### src/rtl/m84_sample_ctrl.sv
// M84 sample-playback sequencer: assembles the sample address from Z80 port
// writes, fetches the addressed byte from sample ROM and latches DAC bytes.
module m84_sample_ctrl #(
    parameter int                ROM_AW   = 24,
    parameter logic [ROM_AW-1:0] ROM_BASE = ROM_AW'(24'h000000)
) (
    input  logic              CLK_32M,
    input  logic              reset_n,
    input  logic [15:0]       sample_addr,
    input  logic [1:0]        sample_addr_wr,
    input  logic              sample_inc,
    input  logic [7:0]        sample_out,
    output logic [7:0]        sample_in,
    output logic              sample_valid,
    output logic [ROM_AW-1:0] rom_addr,
    output logic              rom_req,
    input  logic              rom_ack,
    input  logic [7:0]        rom_data,
    output logic [15:0]       dac_out,
    output logic              dac_strobe,
    output logic              dbg_state_o
);

    typedef enum logic {
        ST_IDLE = 1'b0,
        ST_WAIT = 1'b1
    } state_t;

    state_t            state_q, state_d;
    logic [15:0]       cur_addr_q, cur_addr_d;
    logic              pending_q, pending_d;
    logic [ROM_AW-1:0] rom_addr_q, rom_addr_d;
    logic              rom_req_q, rom_req_d;
    logic [7:0]        sample_in_q, sample_in_d;
    logic              sample_valid_q, sample_valid_d;
    logic [15:0]       dac_out_q, dac_out_d;
    logic              dac_strobe_q, dac_strobe_d;
    logic              addr_change;

    // Byte writes take priority over the increment; the DAC latch is independent.
    always_comb begin
        cur_addr_d = cur_addr_q;
        if (sample_addr_wr[0]) cur_addr_d[7:0]  = sample_addr[7:0];
        if (sample_addr_wr[1]) cur_addr_d[15:8] = sample_addr[15:8];
        if ((sample_addr_wr == 2'b00) && sample_inc) cur_addr_d = cur_addr_q + 16'd1;
    end

    assign addr_change = (cur_addr_d != cur_addr_q);

    always_comb begin
        state_d        = state_q;
        pending_d      = pending_q | addr_change;
        rom_addr_d     = rom_addr_q;
        rom_req_d      = rom_req_q;
        sample_in_d    = sample_in_q;
        sample_valid_d = sample_valid_q & ~addr_change;
        case (state_q)
            ST_IDLE: begin
                if (pending_q) begin
                    rom_addr_d = ROM_BASE + ROM_AW'(cur_addr_q);
                    rom_req_d  = 1'b1;
                    pending_d  = addr_change;
                    state_d    = ST_WAIT;
                end
            end
            ST_WAIT: begin
                if (rom_ack) begin
                    rom_req_d = 1'b0;
                    state_d   = ST_IDLE;
                    // Data for a stale address is dropped; IDLE re-issues for the new one.
                    if (!pending_q && !addr_change) begin
                        sample_in_d    = rom_data;
                        sample_valid_d = 1'b1;
                    end
                end
            end
            default: state_d = ST_IDLE;
        endcase
    end

    always_comb begin
        dac_strobe_d = sample_inc;
        dac_out_d    = dac_out_q;
        if (sample_inc) dac_out_d = {sample_out ^ 8'h80, 8'h00};
    end

    always_ff @(posedge CLK_32M or negedge reset_n) begin
        if (!reset_n) begin
            state_q        <= ST_IDLE;
            cur_addr_q     <= 16'h0000;
            pending_q      <= 1'b1;
            rom_addr_q     <= ROM_BASE;
            rom_req_q      <= 1'b0;
            sample_in_q    <= 8'h00;
            sample_valid_q <= 1'b0;
            dac_out_q      <= 16'h0000;
            dac_strobe_q   <= 1'b0;
        end else begin
            state_q        <= state_d;
            cur_addr_q     <= cur_addr_d;
            pending_q      <= pending_d;
            rom_addr_q     <= rom_addr_d;
            rom_req_q      <= rom_req_d;
            sample_in_q    <= sample_in_d;
            sample_valid_q <= sample_valid_d;
            dac_out_q      <= dac_out_d;
            dac_strobe_q   <= dac_strobe_d;
        end
    end

    assign sample_in    = sample_in_q;
    assign sample_valid = sample_valid_q;
    assign rom_addr     = rom_addr_q;
    assign rom_req      = rom_req_q;
    assign dac_out      = dac_out_q;
    assign dac_strobe   = dac_strobe_q;
    assign dbg_state_o  = state_q;

endmodule
### config.mk
export PLATFORM = sky130hd
export DESIGN_NAME = m84_sample_ctrl
export DESIGN_NICKNAME = d
export VERILOG_FILES = /design/src/rtl/m84_sample_ctrl.sv
export SDC_FILE = /design/constraint.sdc
export NUM_CORES = 1
export LEC_CHECK = 0
export ABC_AREA = 1
export BUFFER_PORTS_ARGS = -buffer_cell sky130_fd_sc_hd__buf_2
export CAP_MARGIN = 15
export CORE_MARGIN = 5
export CORE_UTILIZATION = 52
export CTS_CLUSTER_DIAMETER = 150
export DETAILED_ROUTE_END_ITERATION = 16
export PLACE_DENSITY = 0.8
export SYNTH_ARGS = -nofsm -noshare
export SYNTH_HDL_FRONTEND = slang
export SYNTH_SLANG_ARGS = --single-unit
### constraint.sdc
create_clock -name CLK_32M -period 2 [get_ports CLK_32M]
set_input_delay 0.6 -clock CLK_32M [delete_from_list [all_inputs] [get_ports CLK_32M]]
set_output_delay 0.6 -clock CLK_32M [all_outputs]
set_load 0.1 [all_outputs]
==> impl_summary.md, run 1 <==
Yosys
Yosys attributes the largest share of cell area to dfrtp_1 43%, nand2_1 18%, o21ai_0 5.8%. For this run, the register share of the synthesized area comes to approximately 44%. The most instantiated flip-flop cell in the synthesis netlist is dfrtp_1. The cell type with the highest aggregate area in the netlist is dfrtp_1. A synthesized cell averages 7.498 µm².

The number of different library cells in the post-synthesis netlist is 31. The number of register bits inferred by synthesis is 53. By count the netlist is led by 146 x nand2_1, 52 x dfrtp_1, 35 x inv_1, 35 x o21ai_0, 25 x nand3_1. After synthesis, the largest area contributor takes up around 43% of total cell area. The cell with the most instances after synthesis is nand2_1. The number of synthesized flops with an enable pin is 0. The synthesized netlist occupies a cell area of 3014 µm². The fraction of registers with async set or reset after synthesis is 100.0%.

The yosys synthesis warning count is 0. The synthesized instance count is 402.

Clocking
In this run the deepest clock path goes through 2 buffers. The number of sinks driven by the clock tree is 53. CTS placed an instance of clkbuf_8 at the clock tree root. The H-tree level count is 2. The hold-fix buffer count after cts is 0.

TritonCTS built the clock tree. The clock slew at the register clock pins of the worst setup and hold paths is 0.10 ns. The number of buffers added by the clock tree synthesis step is 5. The latest clock arrival within the worst-skew pair is 0.31 ns.

Power
The power density over the cells is 1201 nW/µm². The share of power burned in registers is between 30% and 40%. The overall power after layout is 0.004690 W.

The net switching share of the total power is 56.86%. The cell internal power dissipation is a little over 0.002 W. In this run the static leakage power is roughly 2.1 nW. The clock network is responsible for 13.2% of the overall power. The worst-case vdd ir drop is 0.9120 mV.

Combinational logic is responsible for 55.5% of the overall power. The switching power is 0.002667 W.

Cells and area
In the final layout, the share of cells above drive strength 1 is 34.71%. The fraction of the core area covered by cells at the end of the flow is between 70 and 80%. At the end of the flow, the number of nets in the layout was 548.

The cell area after layout is 3906 µm². The area growth from synthesis to final layout is 29.60%. The repair_antennas step left the layout with diodes totalling 0. Leaving out filler cells and counting taps, the final layout contains 582.

Placement
The number of cells in the design after placement is 568. The placed instances occupy a cell area of 3607 µm². The detailed placer's ending HPWL is 5.675 mm.

Port buffering added 73 buffers. The weighted congestion at the end of routability-driven global placement is around 1.

Routing
After detailed routing, the number of remaining DRC violations is 0. The routed via count is ~3000. The violation count after the first detailed-routing iteration is ~230. The remaining number of nets flagged by the antenna check after routing is 0. The first detailed-routing pass ran for 4 iterations. The average wire per cell in the routed design is 13.80 µm. The average via count per standard cell is 5.132.

Summed over all layers, the routed wires come to about 8.0 mm.

Global route
The number of global-route vias before repair was 2783. After global routing the overflow that remains totals 0. The number of antenna violations at the first check in global routing is 0. Entering global routing, the biggest net connects 34 pins. The first global-routing pass estimated 12.73 mm of wire. The all-layer global routing usage is 21.30%.

Timing
The max-slew violation count is 0. The setup-violating endpoint count in the final report is 9. In the finished design, the share of the clock period the worst path needs comes to 104.9%.

Setup repair after global routing could not meet its margin everywhere. After layout, the worst setup slack is -0.09808 ns. For the finished layout, the period the worst path requires is between 2 and 2.5 ns. For this run, the top clock speed supported by timing is between 400 and 500 MHz. The final setup skew is 0.007797 ns.

The hold violation count in the final report was 0. After routing, the total negative slack on setup checks comes to -0.6805 ns.

Worst setup path
In this run the critical register-to-register path is captured at sample_in[0]$_DFFE_PN0P_. The worst register-to-register path begins at cur_addr_q[0]$_DFF_PN0_. Setup slack on the worst reg-to-reg path comes out at -0.1 ns.

In this run the worst path has a maximum fanout of 8. The start point of the critical path is cur_addr_q[0]$_DFF_PN0_. Following the worst setup path forward leads to its endpoint at sample_in[0]$_DFFE_PN0P_. The depth of the most critical reg-to-reg path is 14. The data required time at the worst endpoint is between 2 and 2.5 ns. The worst setup path is captured at a flop. The category of the critical setup timing path is reg2reg. Data on the critical path arrives at its endpoint at 2.30 ns. The critical path startpoint category is a flop.

Floorplan
For this configuration, the core starts out at a cell density of 54.07%. The floorplan step set the die height to 86.14 µm. The die outline width is 86.14 µm. The die footprint is 7419 µm². In this run the standard cell core region covers 5574 µm².

Row generation in the floorplan step produced 27 rows. 90 I/O pins were placed.

Status
The flow ran to the end, but the final reports show violations. The checks that failed: setup timing.

Run
The max-capacitance violation count is 0.

Hold path
The type of the tightest min-delay check is in2async.
[state kept, by name, indices dropped and copies added (netlist names)]
signal,count
dbg_state_o,1
pending_q,1
cur_addr_q,16
sample_in,8
sample_valid,1
dac_strobe,1
rom_req,1
rom_addr,16
dac_out,8
[cell usage in the layout, fill, tap and decap left out, drive strengths merged]
cell,n
clkinv,1
nand2,149
xor2,7
or2,6
o211a,1
nor3,1
buf,116
a21oi,2
nand3,26
nand4,10
conb,16
clkbuf,6
ha,1
dfrtp,52
nor2,23
mux2i,3
dfstp,1
clkinvlp,2
o21ai,35
o21a,1
o211ai,14
nand3b,1
inv,36
[cells by family after synthesis]
family	after synthesis	share of synthesized area, %
multiplexers	3	0.9963
XOR/XNOR	7	2.034
other	1	0.1244
adder cells (fa/ha/maj)	1	0.4150
buffers and inverters	68	11.37
AND/OR/NAND/NOR	216	30.80
flip-flops	53	44.04
AO/OA/AOI/OAI	53	10.21
[timing repair]
| item | CTS | global route |
|---|---|---|
| setup endpoints to repair | 10 | 10 |
| cloned | 2 | 0 |
| resized for setup | 20 | 37 |
| pin swaps | 15 | 19 |
| buffers inserted | 2 | 3 |
[cell type report]
type                            count  area (µm²)
Clock buffer                        6       72.57
Clock inverter                      2       15.01
Fill cell                         422        1668
Inverter                           37       141.4
Multi-Input combinational cell    296        1545
Sequential cell                    53        1331
Tap cell                           72       90.09
Timing Repair Buffer              116       710.7
[worst max-delay path: stages (launching register included)]
cell and delay, ns:
dfrtp_1 0.42, buf_4 0.17, nand3_1 0.12, nor2_2 0.06
buf_4 0.15, o211ai_1 0.15, nand2_1 0.07, inv_1 0.05
nand3_1 0.07, nor2_1 0.09, nand2_1 0.11, nor2_4 0.20
nand3_4 0.16, nand2_2 0.11, nand2_1 0.06
[metal layers]
metal | vias up | GRT usage, % | wire length, µm
met5 | - | 0 | 0
met4 | 0 | 6.619 | 178
met3 | 21 | 4.515 | 645
met2 | 117 | 35.32 | 3818
met1 | 1372 | 27.83 | 3388
li1 | 1477 | - | -
[through the flow]
step	hold slack, ns	setup WS, ns
2_1_floorplan	0.3044	-0.002004
3_3_place_gp	0.4501	-0.2297
3_5_place_dp	0.4562	-0.2952
4_1_cts	0.1975	-0.04628
5_1_grt	0.2010	-0.2227
6_report	0.1885	-0.09808
[power groups by stage]
stage	combinational (W)	clock (W)	sequential, W
5_1_grt	0.00274	0.000669	0.00150
4_1_cts	0.00257	0.000624	0.00146
6_report	0.00260	0.000617	0.00147
2_1_floorplan	0.000680	0	0.00284
3_5_place_dp	0.00253	0	0.00148
3_3_place_gp	0.00250	0	0.00146
[worst min-delay path by stage]
stage / from / to / slack (ns) / cells after the start
floorplan: reset_n / cur_addr_q[0]$_DFF_PN0_ / 0.30 / 0
global placement: sample_in[7]$_DFFE_PN0P_ / sample_in[7]$_DFFE_PN0P_ / 0.45 / 2
detailed placement: sample_in[3]$_DFFE_PN0P_ / sample_in[3]$_DFFE_PN0P_ / 0.46 / 2
CTS: reset_n / rom_addr[12]$_DFFE_PN0P_ / 0.20 / 1
global route: reset_n / rom_addr[7]$_DFFE_PN0P_ / 0.20 / 1
finish: reset_n / rom_addr[7]$_DFFE_PN0P_ / 0.19 / 1
No activity file was read; power rests on OpenSTA's default activity.
==> inputs of run 2 (changes only) <==
Settings changed: BUFFER_PORTS_ARGS -buffer_cell sky130_fd_sc_hd__buf_2 to not set, CORE_UTILIZATION 52 to 55, DONT_BUFFER_PORTS set to 1, PLACE_DENSITY 0.8 to 0.7.
==> run 2 against run 1 <==
The flow still finishes with violations (setup timing); cell count down 6.9%; first-iteration DRC count down 27%; maximum frequency rose by 1.7%; critical endpoint is now sample_in[5]$_DFFE_PN0P_; via count fell by 5.5%; clock skew about the same; register-to-register slack improved by 0.03 ns; non-clock buffer count decreased by 40; total power grew 1.5%; critical path depth decreased by 1; final area fell by 2.4%; global-route usage increased by 0.25 points; largest cell class unchanged.
==> impl_summary.md, run 2 (same netlist as run 1, synthesis figures left out) <==
Cells and area
The footprint of the multi-input gates is 1551 µm² (+0.41%). The non-filler instance count after layout was 542 (-6.9%). Relative to the synthesized area, the layout overhead comes to 26.48%. The commonest non-fill, non-tap cell in the layout is nand2_1.

The layout net count came to 508 (-7.3%). In the layout the commonest cells are 133 x nand2_1, 69 x buf_4, 49 x dfrtp_1. The number of fill cells in the layout came to 428 (+1.4%).

The share of cells above drive strength 1 came to 28.51% (-6.2 points). The number of diodes is 0 (unchanged). The cell area after layout is 3812 µm² (-2.4%).

The register cell area after layout is 1331 µm² (unchanged).

Timing
The max-slew violation count was 0 (unchanged). The hold violation count in the final report is 0 (unchanged). Setup repair after global routing could not meet its margin everywhere.

The setup-violating endpoint count in the final report is 8 (-1). The final setup skew is 0.007642 ns (-0.0001552 ns). The worst setup slack after layout is -0.06347 ns (+0.03461 ns). The final critical-path required period is 2.063 ns (-0.03461 ns).

The post-route fraction of the period consumed by the critical path was 103.2% (-1.7 points). The upper clock frequency limit was 484.6 MHz (+1.7%).

Status
The flow ran to the end, but the final reports show violations. The final reports fail on setup timing.

Routing
The remaining routing DRC violations is 0 (unchanged). The violation count after the first detailed-routing iteration came to 170 (-27%). The average via count per standard cell was 5.208 (+1.5%). The routed via count is 2823 (-5.5%).

The remaining number of nets flagged by the antenna check after routing was 0 (unchanged). The average wire per cell in the routed design is 14.04 µm (+1.7%). The first-pass detailed-route iteration total is 5 (+1). The total wirelength of the detailed-routed design was 7.607 mm (-5.3%).

Clocking
The number of sinks driven by the clock tree came to 53 (unchanged). The maximum clock path buffer count was 2 (unchanged). The number of buffers added by the clock tree synthesis step is 5 (unchanged). The clock slew at the register clock pins of the worst setup and hold paths came to 0.10 ns (about the same). The H-tree level count is 2 (unchanged).

The clock tree from TritonCTS is built. CTS placed an instance of clkbuf_8 at the clock tree root. The latest clock arrival within the worst-skew pair came to 0.32 ns (about the same).

Power
The share of power burned in registers is 29.8% (-1.6 points). The power density over the cells is 1249 nW/µm² (+4.0%). The worst-case vdd ir drop was 0.7940 mV (-13%).

The leakage dissipation is 2.001 nW (-6.3%). The switching power came to 0.002646 W (-0.75%). The cell internal power dissipation was 0.002114 W (+4.5%). The clock network power share is 12.9% (-0.3 points).

The share of power burned in combinational logic is 57.3% (+1.8 points). The net switching share of the total power is 55.60% (-1.3 points).

Worst setup path
The data required time at the worst endpoint is 2.22 ns (+0.02 ns). The buffer and inverter count on the worst path came to 2 (-1). By instance count, the cell type seen most on the critical path is nand2_1.

The category of the critical setup timing path is reg2reg. The critical path startpoint category is a flop. The startpoint of the lowest-slack register-to-register path is cur_addr_q[2]$_DFF_PN0_. The capture instance of the worst register-to-register path is sample_in[5]$_DFFE_PN0P_.

The data arrival time of the worst path was 2.28 ns (-0.02 ns). The depth of the most critical reg-to-reg path is 13 (-1). The maximum single-stage delay on the critical path is 0.45 ns (+0.03 ns). The signal on the critical path passes through inv_1 -> or2_2 -> nand3_1 -> nand2_1 -> xor2_1 -> inv_1 -> nand2_1 -> nor2_1 -> nand2_1 -> nor2_4 -> nand3_4 -> nand2_1 -> nand2_1. The internal reg-to-reg setup slack is -0.06 ns (+0.03 ns). The worst setup path is captured at a flop.

The highest net fanout along the worst path came to 8 (unchanged). The critical-path cell with the highest stage delay is dfrtp_2. The cell family contributing the most delay on the critical path is simple AND/OR/NAND/NOR gates.

Floorplan
The die outline width is 84.03 µm (-2.4%). The initial core utilization is 55.76% (+1.7 points). The die extent in y is 84.03 µm (-2.4%). The number of primary I/O pins is 90 (unchanged). The core outline area is 5405 µm² (-3.0%). The die footprint came to 7061 µm² (-4.8%).

The number of core rows is 27 (unchanged).

Placement
The detailed placer's ending HPWL came to 5.539 mm (-2.4%). The instance area after placement was 3460 µm² (-4.1%). The number of cells in the design after placement came to 524 (-7.7%). The number of I/O port buffers is 0 (-100%). The weighted congestion at the end of routability-driven global placement is 0.9005 (-8.7%).

Global route
The number of antenna violations at the first check in global routing is 0 (unchanged). The pin count of the biggest net entering global routing is 53 (+56%). The number of global-route vias before repair came to 2657 (-4.5%).

The global-route wire length before repair is 12.44 mm (-2.3%). The aggregate global routing overflow is 0 (unchanged). The all-layer global routing usage was 21.56% (+0.25 points).

Hold path
The tightest min-delay check is of the in2async type.

Run
The max-capacitance violation count is 0 (unchanged).
run 2: power groups by stage:
stage / combinational (W) / clock (W) / sequential [W]
6_report: 0.00273 / 0.000616 / 0.00142
4_1_cts: 0.00267 / 0.000627 / 0.00141
3_3_place_gp: 0.00258 / 0 / 0.00142
3_5_place_dp: 0.00261 / 0 / 0.00143
2_1_floorplan: 0.000680 / 0 / 0.00284
5_1_grt: 0.00288 / 0.000670 / 0.00145
run 2: how the worst max path moves through the flow:
stage,start,endpoint,cells past startpoint
2_1_floorplan,sample_addr_wr[0],sample_in[1]$_DFFE_PN0P_,14
3_3_place_gp,sample_addr_wr[1],sample_in[1]$_DFFE_PN0P_,13
3_5_place_dp,sample_addr_wr[1],sample_in[7]$_DFFE_PN0P_,14
4_1_cts,cur_addr_q[1]$_DFF_PN0_,sample_in[1]$_DFFE_PN0P_,14
5_1_grt,cur_addr_q[0]$_DFF_PN0_,sample_in[5]$_DFFE_PN0P_,14
6_report,cur_addr_q[2]$_DFF_PN0_,sample_in[5]$_DFFE_PN0P_,13
run 2: metal layers:
| layer | GRT usage (%) | wire length, µm |
|---|---|---|
| met5 | 0 | 0 |
| met4 | 7.456 | 109 |
| met1 | 27.47 | 3159 |
| met3 | 6.614 | 716 |
| met2 | 34.65 | 3621 |
run 2: layout make-up:
cell class / count / area share [%]
Clock inverter: 2 / 0.3938
Timing Repair Buffer: 76 / 16.08
Clock buffer: 6 / 1.904
Multi-Input combinational cell: 296 / 40.70
Tap cell: 72 / 2.363
Sequential cell: 53 / 34.92
Inverter: 37 / 3.643
run 2: timing repair:
item / 4_1_cts / 5_1_grt
gates cloned: 1 / 0
hold buffers: 1 / 0
endpoints found under the setup margin: 10 / 10
pin swaps: 9 / 25
hold endpoints to repair: 52 / 0
buffers inserted: 0 / 8
gates resized for setup: 23 / 31
run 2: through the flow:
step	TNS (ns)	power (W)	hold WS [ns]	utilization (%)	setup slack, ns
5_1_grt	-1.677	0.004992	0.09420	70.53	-0.1993
3_3_place_gp	-0.7678	0.004004	0.3059	64.00	-0.09468
2_1_floorplan	-0.002004	0.003521	0.3044	-	-0.002004
4_1_cts	0	0.004713	0.1140	67.94	0.005158
3_5_place_dp	-1.531	0.004044	0.3060	64.00	-0.1716
6_report	-0.4601	0.004760	0.1151	70.53	-0.06347
